File: config.mk
export PLATFORM = sky130hd
export DESIGN_NAME = if_stage_ifid
export DESIGN_NICKNAME = d
export VERILOG_FILES = /design/src/rtl/if_stage_ifid_pkg.sv /design/src/rtl/if_stage_ifid_ifid_reg.sv /design/src/rtl/if_stage_ifid.sv
export SDC_FILE = /design/constraint.sdc
export NUM_CORES = 1
export LEC_CHECK = 0
export BUFFER_PORTS_ARGS = -buffer_cell sky130_fd_sc_hd__clkbuf_2
export CAP_MARGIN = 20
export CORE_UTILIZATION = 50
export CTS_BUF_LIST = sky130_fd_sc_hd__clkbuf_16
export CTS_CLUSTER_SIZE = 12
export DETAILED_ROUTE_END_ITERATION = 7
export GPL_ROUTABILITY_DRIVEN = 0
export HOLD_SLACK_MARGIN = 0.12
export PLACE_DENSITY = 0.88
export REMOVE_ABC_BUFFERS = 1
export SYNTH_ARGS = -nofsm -noshare
export SYNTH_HDL_FRONTEND = slang
export SYNTH_HIERARCHICAL = 1
export SYNTH_SLANG_ARGS = --single-unit
File: constraint.sdc
create_clock -name clk_i -period 2.3 [get_ports clk_i]
set_input_delay 0.23 -clock clk_i [delete_from_list [all_inputs] [get_ports clk_i]]
set_output_delay 0.23 -clock clk_i [all_outputs]
set_load 0.02 [all_outputs]
File: src/rtl/if_stage_ifid_pkg.sv
// Shared core constants and the fetch-state encoding for the IF stage.
package if_stage_ifid_pkg;

    localparam int                   CORE_XLEN     = 32;
    localparam logic [CORE_XLEN-1:0] CORE_RESET_PC = 32'h0000_0000;
    // All-zero word; the decoder treats it as a NOP.
    localparam logic [CORE_XLEN-1:0] NOP_INSTR     = 32'h0000_0000;

    typedef enum logic {
        IDLE = 1'b0,
        RUN  = 1'b1
    } fetch_state_e;

endpackage

File: src/rtl/if_stage_ifid_ifid_reg.sv
// IF/ID pipeline register: hold has priority over flush, flush over load.
module ifid_reg
    import if_stage_ifid_pkg::*;
#(
    parameter int               XLEN         = CORE_XLEN,
    parameter logic [XLEN-1:0]  BUBBLE_INSTR = NOP_INSTR
) (
    input  logic            clk,
    input  logic            rst,
    input  logic            hold,
    input  logic            flush,
    input  logic [XLEN-1:0] load_pc,
    input  logic [XLEN-1:0] load_instr,
    output logic [XLEN-1:0] ifid_pc,
    output logic [XLEN-1:0] ifid_instr,
    output logic            ifid_valid
);

    // NOTE: sequential state uses non-blocking assignments so every register
    // samples pre-edge values regardless of process ordering.
    always_ff @(posedge clk or posedge rst) begin
        if (rst) begin
            ifid_pc    <= '0;
            ifid_instr <= BUBBLE_INSTR;
            ifid_valid <= 1'b0;
        end else if (hold) begin
            ifid_pc    <= ifid_pc;
            ifid_instr <= ifid_instr;
            ifid_valid <= ifid_valid;
        end else if (flush) begin
            ifid_pc    <= '0;
            ifid_instr <= BUBBLE_INSTR;
            ifid_valid <= 1'b0;
        end else begin
            ifid_pc    <= load_pc;
            ifid_instr <= load_instr;
            ifid_valid <= 1'b1;
        end
    end

endmodule

File: src/rtl/if_stage_ifid.sv
// Instruction-fetch stage: PC register, start/stop FSM and IF/ID register.
// Optional perf counters (stall_cnt_o, flush_cnt_o) under `define IFID_PERF_CNT_EN.
module if_stage_ifid
    import if_stage_ifid_pkg::*;
#(
    parameter int               XLEN         = CORE_XLEN,
    parameter logic [XLEN-1:0]  RESET_PC     = CORE_RESET_PC,
    parameter logic [XLEN-1:0]  BUBBLE_INSTR = NOP_INSTR
) (
    input  logic            clk_i,
    input  logic            rst_i,
    input  logic            start_i,
    input  logic            pc_write_i,
    input  logic            stall_i,
    input  logic            flush_i,
    input  logic [XLEN-1:0] branch_target_i,
    input  logic            mem_stall_i,
    input  logic [XLEN-1:0] imem_instr_i,
    output logic [XLEN-1:0] pc_o,
    output logic [XLEN-1:0] ifid_pc_o,
    output logic [XLEN-1:0] ifid_instr_o,
    output logic            ifid_valid_o
`ifdef IFID_PERF_CNT_EN
   ,output logic [31:0]     stall_cnt_o,
    output logic [31:0]     flush_cnt_o
`endif
);

    fetch_state_e    state_q, state_d;
    logic [XLEN-1:0] pc_d;
    logic            active;
    logic            stall_edge;
    logic            flush_edge;
    logic            ifid_hold;

    // NOTE: every signal driven here gets a default first so no path
    // through the block leaves it unassigned and infers a latch.
    always_comb begin
        state_d    = state_q;
        pc_d       = pc_o;
        active     = 1'b0;
        stall_edge = 1'b0;
        flush_edge = 1'b0;

        case (state_q)
            IDLE:    if (start_i)  state_d = RUN;
            RUN:     if (!start_i) state_d = IDLE;
            default: state_d = IDLE;
        endcase

        // Dropping start_i freezes the stage on the very edge it is sampled.
        active = (state_q == RUN) && start_i;

        if (active && !mem_stall_i) begin
            if (stall_i) begin
                stall_edge = 1'b1;
                if (pc_write_i) pc_d = pc_o + XLEN'(4);
            end else if (flush_i) begin
                flush_edge = 1'b1;
                pc_d       = branch_target_i;
            end else if (pc_write_i) begin
                pc_d = pc_o + XLEN'(4);
            end
        end

        ifid_hold = !active || mem_stall_i || stall_i;
    end

    always_ff @(posedge clk_i or posedge rst_i) begin
        if (rst_i) begin
            state_q <= IDLE;
            pc_o    <= RESET_PC;
        end else begin
            state_q <= state_d;
            pc_o    <= pc_d;
        end
    end

    ifid_reg #(
        .XLEN         (XLEN),
        .BUBBLE_INSTR (BUBBLE_INSTR)
    ) u_ifid_reg (
        .clk        (clk_i),
        .rst        (rst_i),
        .hold       (ifid_hold),
        .flush      (flush_i),
        .load_pc    (pc_o),
        .load_instr (imem_instr_i),
        .ifid_pc    (ifid_pc_o),
        .ifid_instr (ifid_instr_o),
        .ifid_valid (ifid_valid_o)
    );

`ifdef IFID_PERF_CNT_EN
    always_ff @(posedge clk_i or posedge rst_i) begin
        if (rst_i) begin
            stall_cnt_o <= '0;
            flush_cnt_o <= '0;
        end else begin
            if (stall_edge && (stall_cnt_o != 32'hFFFF_FFFF)) stall_cnt_o <= stall_cnt_o + 32'd1;
            if (flush_edge && (flush_cnt_o != 32'hFFFF_FFFF)) flush_cnt_o <= flush_cnt_o + 32'd1;
        end
    end
`endif

endmodule

==> results of run 1 <==
worst max-delay path, cell delays in order, from the launching register on:
cell	delay [ns]
dfrtp_1	0.46
and4_1	0.41
and4_1	0.52
a21oi_1	0.11
or3_1	0.35
cells in the final DEF (no fill, tap or decap), types with 3 or more instances in the layout:
cell type and instances:
clkbuf_2 167, dfrtp_1 98, a22o_1 63, a21oi_1 25
nand3_1 23, nand2_1 22, dlygate4sd3_1 22, o21ai_0 16
nor2_1 13, nand4_1 10, nor3_1 10, buf_4 10
o22ai_1 9, and4_1 9, clkbuf_16 9, or3_1 8
and3_1 7, a2bb2oi_1 5, a311oi_1 5, nor4_1 5
o211ai_1 4, o41ai_1 3, nand2b_1 3, bufinv_16 3
logic make-up after synthesis:
family | Yosys count
compound gates | 144
simple gates | 128
flops | 98
buf+inv | 39
mux | 3
fa+ha+maj | 1
Yosys cell counts, types with 2 or more instances:
| master | n | area share |
|---|---|---|
| a211oi_1 | 2 | 0.0033 |
| a21oi_1 | 25 | 0.027 |
| a22o_1 | 63 | 0.12 |
| a22oi_1 | 2 | 0.0033 |
| a2bb2oi_1 | 5 | 0.0096 |
| a311oi_1 | 5 | 0.0096 |
| and2_1 | 2 | 0.0027 |
| and3_1 | 7 | 0.0096 |
| and3_2 | 2 | 0.0033 |
| and4_1 | 9 | 0.017 |
| buf_2 | 5 | 0.0055 |
| buf_4 | 8 | 0.013 |
| buf_6 | 9 | 0.022 |
| clkbuf_1 | 14 | 0.012 |
| dfrtp_1 | 98 | 0.54 |
| inv_1 | 3 | 0.0025 |
| mux2_2 | 2 | 0.0049 |
| nand2_1 | 22 | 0.018 |
| nand2b_1 | 5 | 0.0069 |
| nand3_1 | 23 | 0.025 |
| nand3b_1 | 2 | 0.0033 |
| nand4_1 | 10 | 0.014 |
| nor2_1 | 13 | 0.011 |
| nor3_1 | 10 | 0.011 |
| nor4_1 | 5 | 0.0069 |
| o211ai_1 | 4 | 0.0066 |
| o21ai_0 | 16 | 0.018 |
| o22a_1 | 2 | 0.0038 |
| o22ai_1 | 9 | 0.012 |
| o41ai_1 | 3 | 0.0058 |
| or3_1 | 8 | 0.011 |
area by class of cell:
cell class	count	area share
flip-flops and latches	98	0.412
clock inverters	6	0.0189
repair buffers	200	0.193
inverters	3	0.00189
clock buffers	9	0.0378
multi-input cells	276	0.313
well taps	108	0.0227
where the power goes:
part,internal (mW),switching (mW)
logic,0.529,0.798
clock network,1.06,0.646
registers,2.00,0.269
total,3.59,1.71
worst max path at each step:
| stage | start | slack [ns] | to |
|---|---|---|---|
| after floorplan | state_q$_DFF_PP0_ | -1.25 | u_ifid_reg/ifid_instr[27]$_DFFE_PP0N_ |
| after CTS | pc_o[13]$_DFFE_PP0P_ | 0.39 | pc_o[30]$_DFFE_PP0P_ |
| final | pc_o[13]$_DFFE_PP0P_ | 0.34 | pc_o[30]$_DFFE_PP0P_ |
| after global placement | pc_o[13]$_DFFE_PP0P_ | 0.49 | pc_o[30]$_DFFE_PP0P_ |
| after global routing | start_i | 0.24 | pc_o[27]$_DFFE_PP0P_ |
| after detailed placement | pc_o[13]$_DFFE_PP0P_ | 0.40 | pc_o[30]$_DFFE_PP0P_ |
stage by stage:
stage	TNS [ns]	hold WS, ns	setup slack, ns	util
detailed placement	0	0.247	0.397	0.616
CTS	0	0.120	0.386	0.677
floorplan	-80.13	0.261	-1.25	-
global placement	0	0.240	0.489	0.616
global route	0	0.120	0.239	0.679
finish	0	0.120	0.336	0.679
registers in the layout (all words and copies together) (netlist names):
register	cells
pc_o	32
u_ifid_reg/ifid_valid	1
u_ifid_reg/ifid_pc	32
u_ifid_reg/ifid_instr	32
state_q	1
per-layer routing:
metal / wire, um / share of wire / GRT usage / vias up
li1: - / - / - / 1948
met1: 5410 / 0.41 / 0.354 / 2045
met2: 6560 / 0.50 / 0.469 / 234
met3: 941 / 0.071 / 0.0518 / 34
met4: 317 / 0.024 / 0.0984 / 0
met5: 0 / 0 / 0 / -
==> impl_results.md, run 1 <==
- Status: finished clean
- Number of synthesized flops with an enable pin: 0
- R2R Path End: pc_o[30]$_DFFE_PP0P_
- Worst Path Arrival: about 2.2 ns
- Min-Delay Startpoint: imem_instr_i[18]
- Simple-gate share of the synthesized area: 0.162
- RSZ-0062 raised after global routing: no
- CTS Hold Bufs: 20
- Residual DRC: 0
- Period Utilization, post-route: 0.854
- Maximum clock frequency: around 500 MHz
- Clock-pin slew on the worst setup and hold paths: roughly 0.070 ns
- Dpl hpwl: around 8800 um
- Vias in the first global route: ~4,000
- Die area: between 9000 and 10,000 um2
- # Post-CTS Setup Buffers: 0
- Share of layout cells above drive strength 1: 0.350
- Antenna violations before repair: 0
- Crit path time final: between 1.5 and 2 ns
- Reg-to-Reg Start: pc_o[13]$_DFFE_PP0P_
- TritonCTS clock tree: yes
- Layout filler cell count: 653
- Synthesized area: 4560 um2
- Worst rel slew slack: 0.527
- Xor-xnor portion of the synthesized cell area: 0
- GRT Resource Usage Total: 0.277
- DRT iter0 DRCs: a little over 400
- Chip height: a little under 100 um
- # port buffers: approximately 170
- Max cap viols: 0
- Final instance area: 5950 um2
- Prevailing post-synth register cell: dfrtp_1
- Slew Viols, Final: 0
- Crit end category: flop
- Hold endpoint: u_ifid_reg/ifid_instr[18]$_DFFE_PP0N_
- Antenna-violating nets left: 0
- Total CTS buffers: 9
- Endpoints failing setup: 0
- Post-synth ARST share: 1.00
- CTS resizes: 0
- Sink Count: 98
- Tot Pwr: ~5.3 mW
- First drt pass iteration count: 6
- H-tree depth: 3
- Remaining Overflow, GRT: 0
- Vias: roughly 4,300
- Mux cell area share after synthesis: 0.00714
- Seq cells post-synth: ~100
- Register area share after synthesis: 0.538
- Starting Density: 0.520
- Die W: 97.5 um
- DR vias/cell: 6.09
- Placed Area: 5390 um2
- Multi-input gate area: between 1500 and 2000 um2
- Register-to-Register Path Depth: 4
- Crit Path Category: flop to flop
- Area Overhead vs Synth: 30.5%
- Worst Path Max Fanout: 11
- Adder-cell share of the synthesized area: 0.00274
- Hold Path Depth: 2
- Compound-Gate Fraction of Synth Area: 0.235
- Synth Warn #: 6
- Distinct cell type count after synthesis: 51
- Lkg Pwr: around 2.9 nW
- Final wirelength: between 10,000 and 15,000 um
- Cells after DPL: 663
- IO Count: 168
- Fin Clk Skew: between 0.008 and 0.009 ns
- Placement row count: 34
- Crit path required time: roughly 2.5 ns
- Fin nets: 660
- Largest net degree at the start of global routing: 67
- VDD IR-drop max: 0.411 mV
- Largest family of logic cells by synthesized area: compound AO/OA/AOI/OAI gates
- Startpoint Class: flop
- Syn Area/Cell: 11.0 um2
- Non-Filler Instances: 700
- Core Area: about 8800 um2
- Clk Latency, worst-skew pair: roughly 0.34 ns
- Root buffer cell: clkbuf_16
- Clock buffer depth: 2
- Final Hold Fails: 0
- Register area: roughly 2500 um2
- Diodes inserted: 0
- Power density cells: 891 nW/um2
- Routed WL per cell: approximately 19 um
- Hold Crit Class: input port to flop
- Mapped Cells: approximately 410
- Global-route wire length before repair: 20,900 um
- Slew @ Worst Pin: around 0.71 ns
- Flop2flop setup slack: roughly 0.34 ns
Note: power is estimated with default switching activity, not from simulation.
==> inputs of run 2 (changes only) <==
GPL_TIMING_DRIVEN = 0   (was default)
SETUP_SLACK_MARGIN = 0.3   (was default)
==> run 2 against run 1 <==
  * Fmax is 1.5% higher
  * Via count is 3.4% higher
  * Cell count is 2.6% higher
  * Combinational power hardly changed
  * Largest power group unchanged
  * Clock-buffer cell count stayed put
  * Largest cell class unchanged
==> impl_results.md, run 2 (synthesized netlist as in run 1, its figures left out) <==
- VDD IR-drop max: 0.481 mV
- Hold Path Depth: 2
- Final wirelength: approximately 14,000 um
- Largest net degree at the start of global routing: 54
- Clk Latency, worst-skew pair: roughly 0.34 ns
- Lkg Pwr: 2.99 nW
- Chip height: 97.5 um
- Int Pwr: roughly 3.3 mW
- TritonCTS clock tree: yes
- Worst Path Arrival: 2.14 ns
- Fin Clk Skew: about 0.0086 ns
- Slew @ Worst Pin: roughly 0.95 ns
- IO Count: around 170
- Largest regs: pc_o (32), u_ifid_reg/ifid_instr (32), u_ifid_reg/ifid_pc (32)
- # port buffers: approximately 170
- Starting Density: 0.520
- RSZ-0062 raised after global routing: no
- Layout filler cell count: around 630
- H-tree depth: 3
- Worst Path Max Fanout: 10
- GRT Resource Usage Total: 0.296
- Power density cells: 821 nW/um2
- Crit path required time: approximately 2.5 ns
- Min-Delay Startpoint: imem_instr_i[25]
- Hold Crit Class: input port to flop
- Non-Filler Instances: roughly 720
- DR vias/cell: about 6.1
- DRT iter0 DRCs: between 300 and 400
- Share of layout cells above drive strength 1: 0.367
- Most frequent cells in the layout: clkbuf_2 (167), dfrtp_1 (98), a22o_1 (63)
- Total CTS buffers: 9
- Final Hold Fails: 0
- Die W: roughly 97 um
- Register-to-Register Path Depth: 4
- Residual DRC: 0
- Core Area: approximately 9000 um2
- Worst rel slew slack: 0.365
- Flop2flop setup slack: approximately 0.37 ns
- Reg-to-Reg Start: pc_o[5]$_DFFE_PP0P_
- Crit Path Category: flop to flop
- Clock Power Share: 0.285
- Comb power frac: 0.268
- Antenna-violating nets left: 0
- Net Switching: roughly 1.8 mW
- Maximum clock frequency: 517 MHz
- Clock buffer depth: 2
- Startpoint Class: flop
- Dpl hpwl: roughly 8700 um
- Sw frac: 0.350
- First drt pass iteration count: 6
- Most common cell after layout, fill and taps aside: clkbuf_2
- Sink Count: between 90 and 100
- Die area: 9500 um2
- Fin nets: 677
- Status: finished clean
- Placement row count: 34
- Max cap viols: 0
- Period Utilization, post-route: 0.841
- Global-route wire length before repair: about 22,000 um
- Crit path time final: between 1.5 and 2 ns
- Vias: between 4,000 and 5,000
- Antenna violations before repair: 0
- Flop pwr share: 0.447
- Crit end category: flop
- Clock-pin slew on the worst setup and hold paths: roughly 0.07 ns
- Remaining Overflow, GRT: 0
- Diodes inserted: 0
- Cells after DPL: around 660
- Routed WL per cell: 19.6 um
- Final hold slack: about 0.13 ns
- R2R Path End: pc_o[24]$_DFFE_PP0P_
- Hold endpoint: u_ifid_reg/ifid_instr[25]$_DFFE_PP0N_
- Vias in the first global route: roughly 4,200
- Endpoints failing setup: 0
- Slew Viols, Final: 0
- Root buffer cell: clkbuf_16
- Area Overhead vs Synth: 35.8%
==> run 2: cell types whose count changed in the layout (fill, tap and decap cells not counted), sizes merged <==
cell	change
nor2	+2
nand3b	+1
bufinv	-3
inv	+1
dlygate4sd3	+5
buf	+9
clkinv	-1
clkinvlp	+4
==> run 2: routing by layer <==
metal,vias up,GRT usage,wire (um),part of all wire
met5,-,0,0,0
met4,0,0.109,243,0.017
met3,26,0.0540,945,0.067
met2,229,0.473,7010,0.50
met1,2159,0.405,5870,0.42
li1,1994,-,-,-
==> run 2: stage by stage <==
step                setup slack, ns  TNS (ns)  instance area (um2)  total power, mW   util
floorplan                     -1.25    -80.13                 4320             3.05      -
global placement              -2.81   -197.59                 5290             3.50  0.604
detailed placement           -0.553    -28.54                 5450             3.58  0.622
CTS                           0.269         0                 6130             5.08  0.700
global route                  0.297         0                 6190             5.31  0.707
finish                        0.365         0                 6190             5.08  0.707
==> run 2: worst max-delay path by stage <==
stage                              from                               endpoint
floorplan             state_q$_DFF_PP0_  u_ifid_reg/ifid_instr[27]$_DFFE_PP0N_
global placement            mem_stall_i   u_ifid_reg/ifid_instr[1]$_DFFE_PP0N_
detailed placement          mem_stall_i  u_ifid_reg/ifid_instr[21]$_DFFE_PP0N_
CTS                   state_q$_DFF_PP0_  u_ifid_reg/ifid_instr[11]$_DFFE_PP0N_
global route        pc_o[2]$_DFFE_PP0P_                   pc_o[24]$_DFFE_PP0P_
finish              pc_o[5]$_DFFE_PP0P_                   pc_o[24]$_DFFE_PP0P_
==> run 2: power by group through the flow <==
| stage | Sequential (mW) | Combinational (mW) | Clock [mW] |
|---|---|---|---|
| after floorplan | 2.58 | 0.462 | 0 |
| after global placement | 2.26 | 1.24 | 0 |
| after detailed placement | 2.29 | 1.29 | 0 |
| after CTS | 2.26 | 1.35 | 1.47 |
| after global routing | 2.31 | 1.45 | 1.55 |
| final | 2.27 | 1.36 | 1.45 |
==> run 2: timing repair <==
action,4_1_cts,5_1_grt
buffers inserted,8,6
pin swaps,3,3
cloned,3,0
resized for setup,5,5
endpoints found under the setup margin,77,71
hold endpoints to repair,62,0
hold buffers,27,0
==> run 2: worst max-delay path: stages, from the launching register on <==
cell     delay, ns
dfrtp_1       0.53
and4_2        0.45
nand3_1       0.26
o41ai_1       0.42
a22oi_1       0.13
==> run 2: final cells by class <==
cell class                 instances  area, um2  area share
clock buffer                       9        225      0.0364
tap                              108        135      0.0218
timing repair buffer             214       1390       0.224
clock inverter                     7       61.3     0.00990
multi-input combinational        279       1920       0.310
inverter                           3       11.3     0.00182
sequential                        98       2450       0.396
